<file path="src/rtl/multicycle_seq_ctrl.sv">
// ---------------------------------------------------------------------------
// multicycle_seq_ctrl
//   Multicycle fetch / decode / read / execute / writeback sequencer that sits
//   directly in front of the register file. One instruction is in flight at a
//   time. Each legal ALU op takes FETCH (>=1 cycle, waits for imem_ack),
//   DECODE, READ, EXEC and WB.
//
// Parameters
//   PC_RESET   pc value loaded on reset
//   HALT_OP    opcode that parks the sequencer in HALT until reset
//
// Ports
//   clk, rst          clock; asynchronous active-low reset
//   imem_req/addr     fetch request (held until ack) and fetch address (= pc)
//   imem_ack/rdata    fetch data valid strobe and instruction word
//   rs, rt            register file read selects (ports A / B)
//   rd_data_a/b       register file read data
//   rd, wr_data       writeback select and data, stable across the wr_en cycle
//   wr_en             one-cycle writeback strobe (never for r0)
//   halted            high while parked in HALT
//   illegal           sticky flag, set on an undecodable opcode or funct
//   pc                current program counter
// ---------------------------------------------------------------------------
module multicycle_seq_ctrl #(
    parameter logic [31:0] PC_RESET = 32'h0000_0000,
    parameter logic [5:0]  HALT_OP  = 6'h3F
) (
    input  logic        clk,
    input  logic        rst,
    output logic        imem_req,
    output logic [31:0] imem_addr,
    input  logic        imem_ack,
    input  logic [31:0] imem_rdata,
    output logic [4:0]  rs,
    output logic [4:0]  rt,
    output logic [4:0]  rd,
    output logic [31:0] wr_data,
    output logic        wr_en,
    input  logic [31:0] rd_data_a,
    input  logic [31:0] rd_data_b,
    output logic        halted,
    output logic        illegal,
    output logic [31:0] pc
);

    localparam logic [2:0] S_FETCH  = 3'd0;
    localparam logic [2:0] S_DECODE = 3'd1;
    localparam logic [2:0] S_READ   = 3'd2;
    localparam logic [2:0] S_EXEC   = 3'd3;
    localparam logic [2:0] S_WB     = 3'd4;
    localparam logic [2:0] S_HALT   = 3'd5;

    localparam logic [5:0] OP_RTYPE = 6'h00;
    localparam logic [5:0] OP_ADDI  = 6'h08;

    localparam logic [5:0] FN_ADD   = 6'h20;
    localparam logic [5:0] FN_SUB   = 6'h22;
    localparam logic [5:0] FN_AND   = 6'h24;
    localparam logic [5:0] FN_OR    = 6'h25;
    localparam logic [5:0] FN_SLT   = 6'h2A;

    logic [2:0]  state;
    logic [31:0] ir;
    logic [31:0] op_a;
    logic [31:0] op_b;

    // instruction fields
    logic [5:0]  opcode;
    logic [5:0]  funct;
    logic [31:0] imm_sext;

    assign opcode   = ir[31:26];
    assign funct    = ir[5:0];
    assign imm_sext = {{16{ir[15]}}, ir[15:0]};

    // ALU: only meaningful in EXEC, where opcode is already known to be
    // RTYPE or ADDI. alu_ok low means an unsupported funct.
    logic [31:0] alu_res;
    logic [4:0]  alu_dest;
    logic        alu_ok;

    always_comb begin
        alu_res  = '0;
        alu_dest = ir[15:11];
        alu_ok   = 1'b0;
        if (opcode == OP_ADDI) begin
            alu_res  = op_a + imm_sext;
            alu_dest = ir[20:16];
            alu_ok   = 1'b1;
        end else begin
            alu_ok = 1'b1;
            case (funct)
                FN_ADD:  alu_res = op_a + op_b;
                FN_SUB:  alu_res = op_a - op_b;
                FN_AND:  alu_res = op_a & op_b;
                FN_OR:   alu_res = op_a | op_b;
                FN_SLT:  alu_res = {31'd0, ($signed(op_a) < $signed(op_b))};
                default: alu_ok  = 1'b0;
            endcase
        end
    end

    logic decode_legal;
    assign decode_legal = (opcode == OP_RTYPE) || (opcode == OP_ADDI);

    always_ff @(posedge clk or negedge rst) begin
        if (!rst) begin
            state    <= S_FETCH;
            pc       <= PC_RESET;
            imem_req <= 1'b0;
            ir       <= '0;
            op_a     <= '0;
            op_b     <= '0;
            rs       <= '0;
            rt       <= '0;
            rd       <= '0;
            wr_data  <= '0;
            illegal  <= 1'b0;
        end else begin
            case (state)
                S_FETCH: begin
                    // After reset the request comes up one cycle late, so an
                    // ack that was still high across reset release is never
                    // mistaken for a response to a new request.
                    if (!imem_req) begin
                        imem_req <= 1'b1;
                    end else if (imem_ack) begin
                        ir       <= imem_rdata;
                        // Load selects alongside ir so they already reflect
                        // ir during DECODE and stay put through READ.
                        rs       <= imem_rdata[25:21];
                        rt       <= imem_rdata[20:16];
                        imem_req <= 1'b0;
                        state    <= S_DECODE;
                    end
                end
                S_DECODE: begin
                    if (opcode == HALT_OP) begin
                        state <= S_HALT;
                    end else if (decode_legal) begin
                        state <= S_READ;
                    end else begin
                        illegal  <= 1'b1;
                        pc       <= pc + 32'd4;
                        imem_req <= 1'b1;
                        state    <= S_FETCH;
                    end
                end
                S_READ: begin
                    op_a  <= rd_data_a;
                    op_b  <= rd_data_b;
                    state <= S_READ + 3'd1;
                end
                S_EXEC: begin
                    if (alu_ok) begin
                        wr_data <= alu_res;
                        rd      <= alu_dest;
                        state   <= S_WB;
                    end else begin
                        illegal  <= 1'b1;
                        pc       <= pc + 32'd4;
                        imem_req <= 1'b1;
                        state    <= S_FETCH;
                    end
                end
                S_WB: begin
                    // pc wraps modulo 2^32 with no flag
                    pc       <= pc + 32'd4;
                    imem_req <= 1'b1;
                    state    <= S_FETCH;
                end
                S_HALT: begin
                    imem_req <= 1'b0;
                    state    <= S_HALT;
                end
                default: begin
                    imem_req <= 1'b0;
                    state    <= S_FETCH;
                end
            endcase
        end
    end

    assign imem_addr = pc;
    assign halted    = (state == S_HALT);
    // r0 is hardwired: its writeback is suppressed rather than skipped so the
    // instruction timing is identical for every destination.
    assign wr_en     = (state == S_WB) && (rd != 5'd0);

endmodule

</file>
<file path="config.mk">
export PLATFORM = sky130hd
export DESIGN_NAME = multicycle_seq_ctrl
export DESIGN_NICKNAME = d
export VERILOG_FILES = /design/src/rtl/multicycle_seq_ctrl.sv
export SDC_FILE = /design/constraint.sdc
export NUM_CORES = 1
export LEC_CHECK = 0
export CORE_MARGIN = 8
export CORE_UTILIZATION = 33
export DETAILED_ROUTE_END_ITERATION = 16
export PLACE_DENSITY = 0.6
export SYNTH_ARGS = -nofsm -noshare
export SYNTH_HDL_FRONTEND = slang
export SYNTH_SLANG_ARGS = --single-unit
export TNS_END_PERCENT = 5
</file>
<file path="constraint.sdc">
create_clock -name clk -period 6.3 [get_ports clk]
set_clock_uncertainty 0.15 [all_clocks]
set_input_delay 1.26 -clock clk [delete_from_list [all_inputs] [get_ports clk]]
set_output_delay 1.26 -clock clk [all_outputs]
set_load 0.005 [all_outputs]
</file>
# Word level (Yosys, flattened, before mapping)
# Cells that the tools add are included.
[totals] regBits=180 latch_bits=0 mem_bits_rw=0 rom_bits=0 inputBits=99 out_inout_bits=115 memories=0
[op_classes] addsub=4 mul=0 div_mod_pow=0 order_cmp=1 n_eq_ne=17 n_shift=0 n_mux=22 n_bitwise=3 reduce_logical=14
[op_table] cell="32-bit one-hot mux with 5 select lines" n=1
[op_table] cell="32-bit 2-to-1 mux" n=4
[op_table] cell="32-bit one-hot mux with 3 select lines" n=1
[op_table] cell="32-bit adder" n=2
[op_table] cell="6-bit equality test, second input constant" n=6
[op_table] cell="32-bit by 3-bit adder with 32-bit output, second input constant" n=1
[op_table] cell="32-bit bitwise AND" n=1
[op_table] cell="32-bit < comparator" n=1
[op_table] cell="32-bit OR" n=1
[op_table] cell="32-bit subtractor" n=1
[op_table] cell="3-bit one-hot mux with 5 select lines" n=1
[op_table] cell="3-bit 2-to-1 mux" n=4
[op_table] cell="4-bit AND reduction" n=3
[op_table] cell="2-bit != test, second input constant" n=5
[op_table] cell="1-bit 2-to-1 mux" n=7
[op_table] cell="3-bit by 2-bit equality test with 1-bit output, second input constant" n=2
[op_table] cell="3-bit equality test, second input constant" n=2
[op_table] cell="6-bit by 4-bit equality test with 1-bit output, second input constant" n=1
[op_table] cell="6-bit logical NOT" n=1
[op_table] cell="5-bit 2-to-1 mux" n=1
[op_table] cell="1-bit one-hot mux with 5 select lines" n=1
[op_table] cell="5-bit nonzero test" n=1
[op_table] cell="5-bit OR reduction" n=1
[op_table] cell="2-bit AND reduction" n=2
[op_table] cell="other kinds (10)" n=10

# Depth between registers and ports, before layout
[logic_depth] word_depth=6 mapped_depth=13

# Worst setup path before layout
# No wires, ideal clock.
[synth_timing] path_type="register to register" from="register op_a[0]" to="register wr_data[16]" arrival_ps=2815 t_required_ps=6031 slack_ps=3217 path_stages_with_launch=13 path_buffers=0 cell_sequence="dfrtp_1 > inv_1 > ha_1 > fa_1 > o21bai_1 > o211ai_1 > a211oi_1 > nor2_1 > o41ai_1 > o221ai_1 > a221oi_1 > o221ai_1 > o21a_1"
[synth_via] elab_chain_cells=3 elab_cells_between_ends=5 cone_classes="add/sub (3); mux (2)"
[synth_lines] item="start: declaration" line="64" source="logic [31:0] op_a;"
[synth_lines] item="start signal: assignment" line="150" source="op_a <= rd_data_a;"
[synth_lines] item="32-bit subtractor or 32-bit adder (tied branches)" line="94, 93"
[synth_lines] item="32-bit one-hot mux with 5 select lines" line="92" source="case (funct)"
[synth_lines] item="32-bit 2-to-1 mux (*)" line="86" source="if (opcode == OP_ADDI) begin"
[synth_lines] item="end signal: assignment" line="156" source="wr_data <= alu_res;"
[synth_lines] item="end: declaration" line="37" source="output logic [31:0] wr_data,"
# Mark *: on every way between the ends. The rest lies on a longest branch, timed or not.
# A chain may end at the register's enable or synchronous reset.

# Worst setup path after layout
[layout_timing] from="register ir[0]" to="register wr_data[30]"
[layout_via] elab_chain_cells=5 elab_cells_between_ends=12 cone_classes="add/sub (1); eq/ne (5); mux (4); reduce/logical (2)"
[layout_lines] item="start: declaration" line="63" source="logic [31:0] ir;"
[layout_lines] item="start signal: assignment" line="128" source="ir <= imem_rdata;"
[layout_lines] item="parallel branches: the longest is 5 deep, another holds 32-bit adder"
# Several ways; the timed one is not identified.

==> results.md <==
- Outcome: complete, no violations
- Slew @ Worst Pin: 1.31 ns
- Pre-antenna DRT Iters: 9
- Die area: 47600 sq um
- Post-synth EDFFs: 0
- Max cap viols: 0
- Initial antenna violation count: 0
- First-pass GRT wire length: 70400 um
- Largest net degree at the start of global routing: around 170
- TritonCTS clock tree: yes
- FF-to-FF path depth: 13
- Post-route cell area: approximately 16000 sq um
- Mapped cell area: roughly 14000 sq um
- Die Ht: ~220 um
- Most frequent cell on the critical path: a21oi_1
- Switching Share: 0.514
- Power share of the combinational group: 0.688
- Die width: 218 um
- Clock share of power: 0.106
- DRT iter0 DRCs: ~950
- Pwr/cell area: a little under 600 nW/um^2
- Final WL: between 40000 and 50000 um
- Clock sink total: approximately 170
- Pre-CTS setup slack: roughly 2.6 ns
- Worst hold slack: 0.337 ns
- H-Tree Depth: 4
- Final Hold Vio Count: 0
- Top-area cell type share of the netlist area: 0.311
- Sequential Power Share: 0.205
- Crit-path max cell delay: roughly 0.45 ns
- Setup TNS: 0 ns
- Core box area: between 40000 and 50000 sq um
- Clock-pin slew on the worst setup and hold paths: roughly 0.08 ns
- Internal Power: ~4.7 mW
- Root Driver: clkbuf_16
- Top FF cell, synth: dfrtp_1
- # rows: 74
- Achievable Freq: around 260 MHz
- WP buf/inv: 1
- Maximum VDD drop: 0.190 mV
- Post-CTS Resized: 0
- Post-DR wirelength/cell: about 20 um
- Slew headroom: 0.123
- Post-CTS Setup Bufs: 0
- Vias in the first global route: ~12000
- Asr flop ratio synth: 1.00
- Register area: 4200 sq um
- Synth cell types: 77
- RSZ-0062 raised after global routing: false
- Setup violations, final: 0
- Worst EP required: roughly 6.5 ns
- Slowest-stage cell, CP: o21ai_0
- Final design utilization: 0.402
- CP Max Fanout: 5
- Gr usage total: 0.186
- Critical Path Sink Type: register
- Antenna Cells: 0
- Port Buffer Count: approximately 210
- Crit path cell chain: ha_1 -> inv_1 -> fa_1 -> nand2b_1 -> a21oi_1 -> o311a_1 -> o211ai_1 -> o21ai_0 -> a21oi_1 -> a21bo_2 -> a21oi_1 -> mux2i_1 -> a21oi_1
- Worst-Skew Late Latency: approximately 0.46 ns
- Yosys synthesis warning count: 0
- Grt ovf: 0
- Cts hold-fix bufs: 0
- DP Wirelength: between 30000 and 40000 um
- Fin crit period: approximately 3.8 ns
- DR DRC count: 0
- Worst path arrival time: approximately 4.0 ns
- CP delay by family, top: compound AO/OA/AOI/OAI gates
- Vias/cell: around 5.5
- I/O Pins: around 210
- Leak Pwr: approximately 7 nW
- Cell taking the most area after synthesis: dfrtp_1
- Net Switching: 4.94 mW
- Non-filler cells, final: roughly 2300
- Layout cells sized above 1: 0.0592
- #FFs+latches synth: about 170
- CP startpoint kind: register
- Hold Path Stages: 2
- Top cells by area, synth: dfrtp_1 31%, ha_1 13%, o21ai_0 5.1%
- Worst setup margin: approximately 2.5 ns
- Critical Path Stages: 13
- Syn_area_per_cell: between 8 and 9 sq um
- Sequential-to-total area share from yosys stat: 0.311
- Cells after DPL: between 2000 and 2500
- Fin. max-slew vios: 0
- Critical setup path kind: register to register
- Routability cong.: about 0.9
- Placed inst area: between 15000 and 20000 sq um
- Fin nets: 1989
- Starting Density: 0.332
- Total number of vias: 12500
- Area of the multi-input gates: approximately 8300 sq um
- Post-Syn Instances: 1618
- Final period util: 0.611
- Tot Pwr: about 9.6 mW
- Fill count: about 4000
- Number of CTS-inserted buffers: 17
- Hold crit path type: register to register
- Layout area overhead: 20.9%
- Detail Route Antenna Nets: 0
- Clock tree buffer depth: 2
[worst register-to-register path, delay by kind of cell (launching register included)]
family | cells | cell delay (ns)
AO/OA/AOI/OAI | 8 | 2.01
adder cells (fa/ha/maj) | 2 | 0.66
flip-flops | 1 | 0.44
multiplexers | 1 | 0.21
AND/OR/NAND/NOR | 1 | 0.19
buffers and inverters | 1 | 0.08
[layer usage]
layer | global-route usage | share of wire | wire length (um) | vias up
li1 | - | - | - | 5942
met4 | 0.0616 | 0.026 | 1200 | 0
met1 | 0.240 | 0.45 | 20400 | 6038
met5 | 0 | 0 | 0 | -
met3 | 0.0384 | 0.059 | 2670 | 75
met2 | 0.309 | 0.46 | 21100 | 439
[power by group through the flow]
stage	clock network, mW	logic, mW	registers, mW
2_1_floorplan	0	4.75	1.82
3_3_place_gp	0	6.47	1.97
3_5_place_dp	0	6.48	1.99
4_1_cts	1.06	6.53	1.98
5_1_grt	1.09	7.26	2.04
6_report	1.02	6.61	1.97
[sequential cells by signal, indices dropped and copies added (netlist names)]
register,cells
ir,24
imem_addr,30
rt,4
wr_data,32
op_a,32
rs,4
illegal,1
op_b,32
imem_req,1
rd,5
state,3
[final cells by class]
class / instances / share of cell area
multi-input cells: 1223 / 0.507
flip-flops and latches: 168 / 0.258
repair buffers: 221 / 0.135
well taps: 532 / 0.0408
clock buffers: 19 / 0.0265
inverters: 113 / 0.0260
clock inverters: 13 / 0.00713
[synthesized netlist by cell type, types with 5 or more instances]
| cell | number |
|---|---|
| and2_1 | 6 |
| nand4_1 | 13 |
| o21bai_1 | 21 |
| o22ai_1 | 12 |
| xnor2_1 | 36 |
| or3_1 | 5 |
| dfrtp_1 | 168 |
| a221oi_1 | 20 |
| a221o_1 | 14 |
| xor2_1 | 21 |
| mux2_2 | 31 |
| nor2b_1 | 17 |
| o221ai_1 | 17 |
| nand2b_1 | 23 |
| and3_1 | 15 |
| o211ai_1 | 26 |
| nor3_1 | 24 |
| o21a_1 | 16 |
| o31ai_1 | 9 |
| a21o_1 | 16 |
| inv_1 | 111 |
| a211oi_1 | 18 |
| nor4_1 | 8 |
| buf_4 | 47 |
| o22a_1 | 6 |
| a21oi_1 | 126 |
| nand2_1 | 174 |
| mux2i_1 | 7 |
| a31oi_1 | 17 |
| nor2_1 | 135 |
| ha_1 | 143 |
| o21ai_0 | 138 |
| nand3_1 | 26 |
| or2_2 | 9 |
| buf_2 | 6 |
| clkbuf_1 | 60 |
| nor4b_1 | 5 |
[final timing paths]
kind	slack, ns	to	from
worst max register to register	2.45	wr_data[30]	ir[0]
worst min register to register	0.34	wr_data[4]	wr_data[4]
worst min-delay path	0.34	wr_data[4]	wr_data[4]
worst max-delay path	2.45	wr_data[30]	ir[0]
min in group asynchronous	0.75	ir[31]	rst
max in group asynchronous	4.32	op_a[8]	rst
[cell usage in the layout (no fill, tap or decap), drive strengths merged, types with 21 or more instances in the layout]
cell	count
nor2	135
nor3	24
xnor2	36
inv	117
ha	143
nand2	174
o21bai	21
mux2	31
nand2b	23
xor2	21
a21oi	126
dfrtp	168
o211ai	26
a221oi	21
nand3	26
o21ai	143
clkdlybuf4s50	208
[cell families after synthesis]
kind of cell / share of synthesized area
compound gates: 0.245
xor+xnor: 0.0370
fa+ha+maj: 0.137
buf+inv: 0.0776
flops: 0.311
mux: 0.0310
other cells: 0.000278
simple gates: 0.160
No activity file was read; power rests on OpenSTA's default activity.
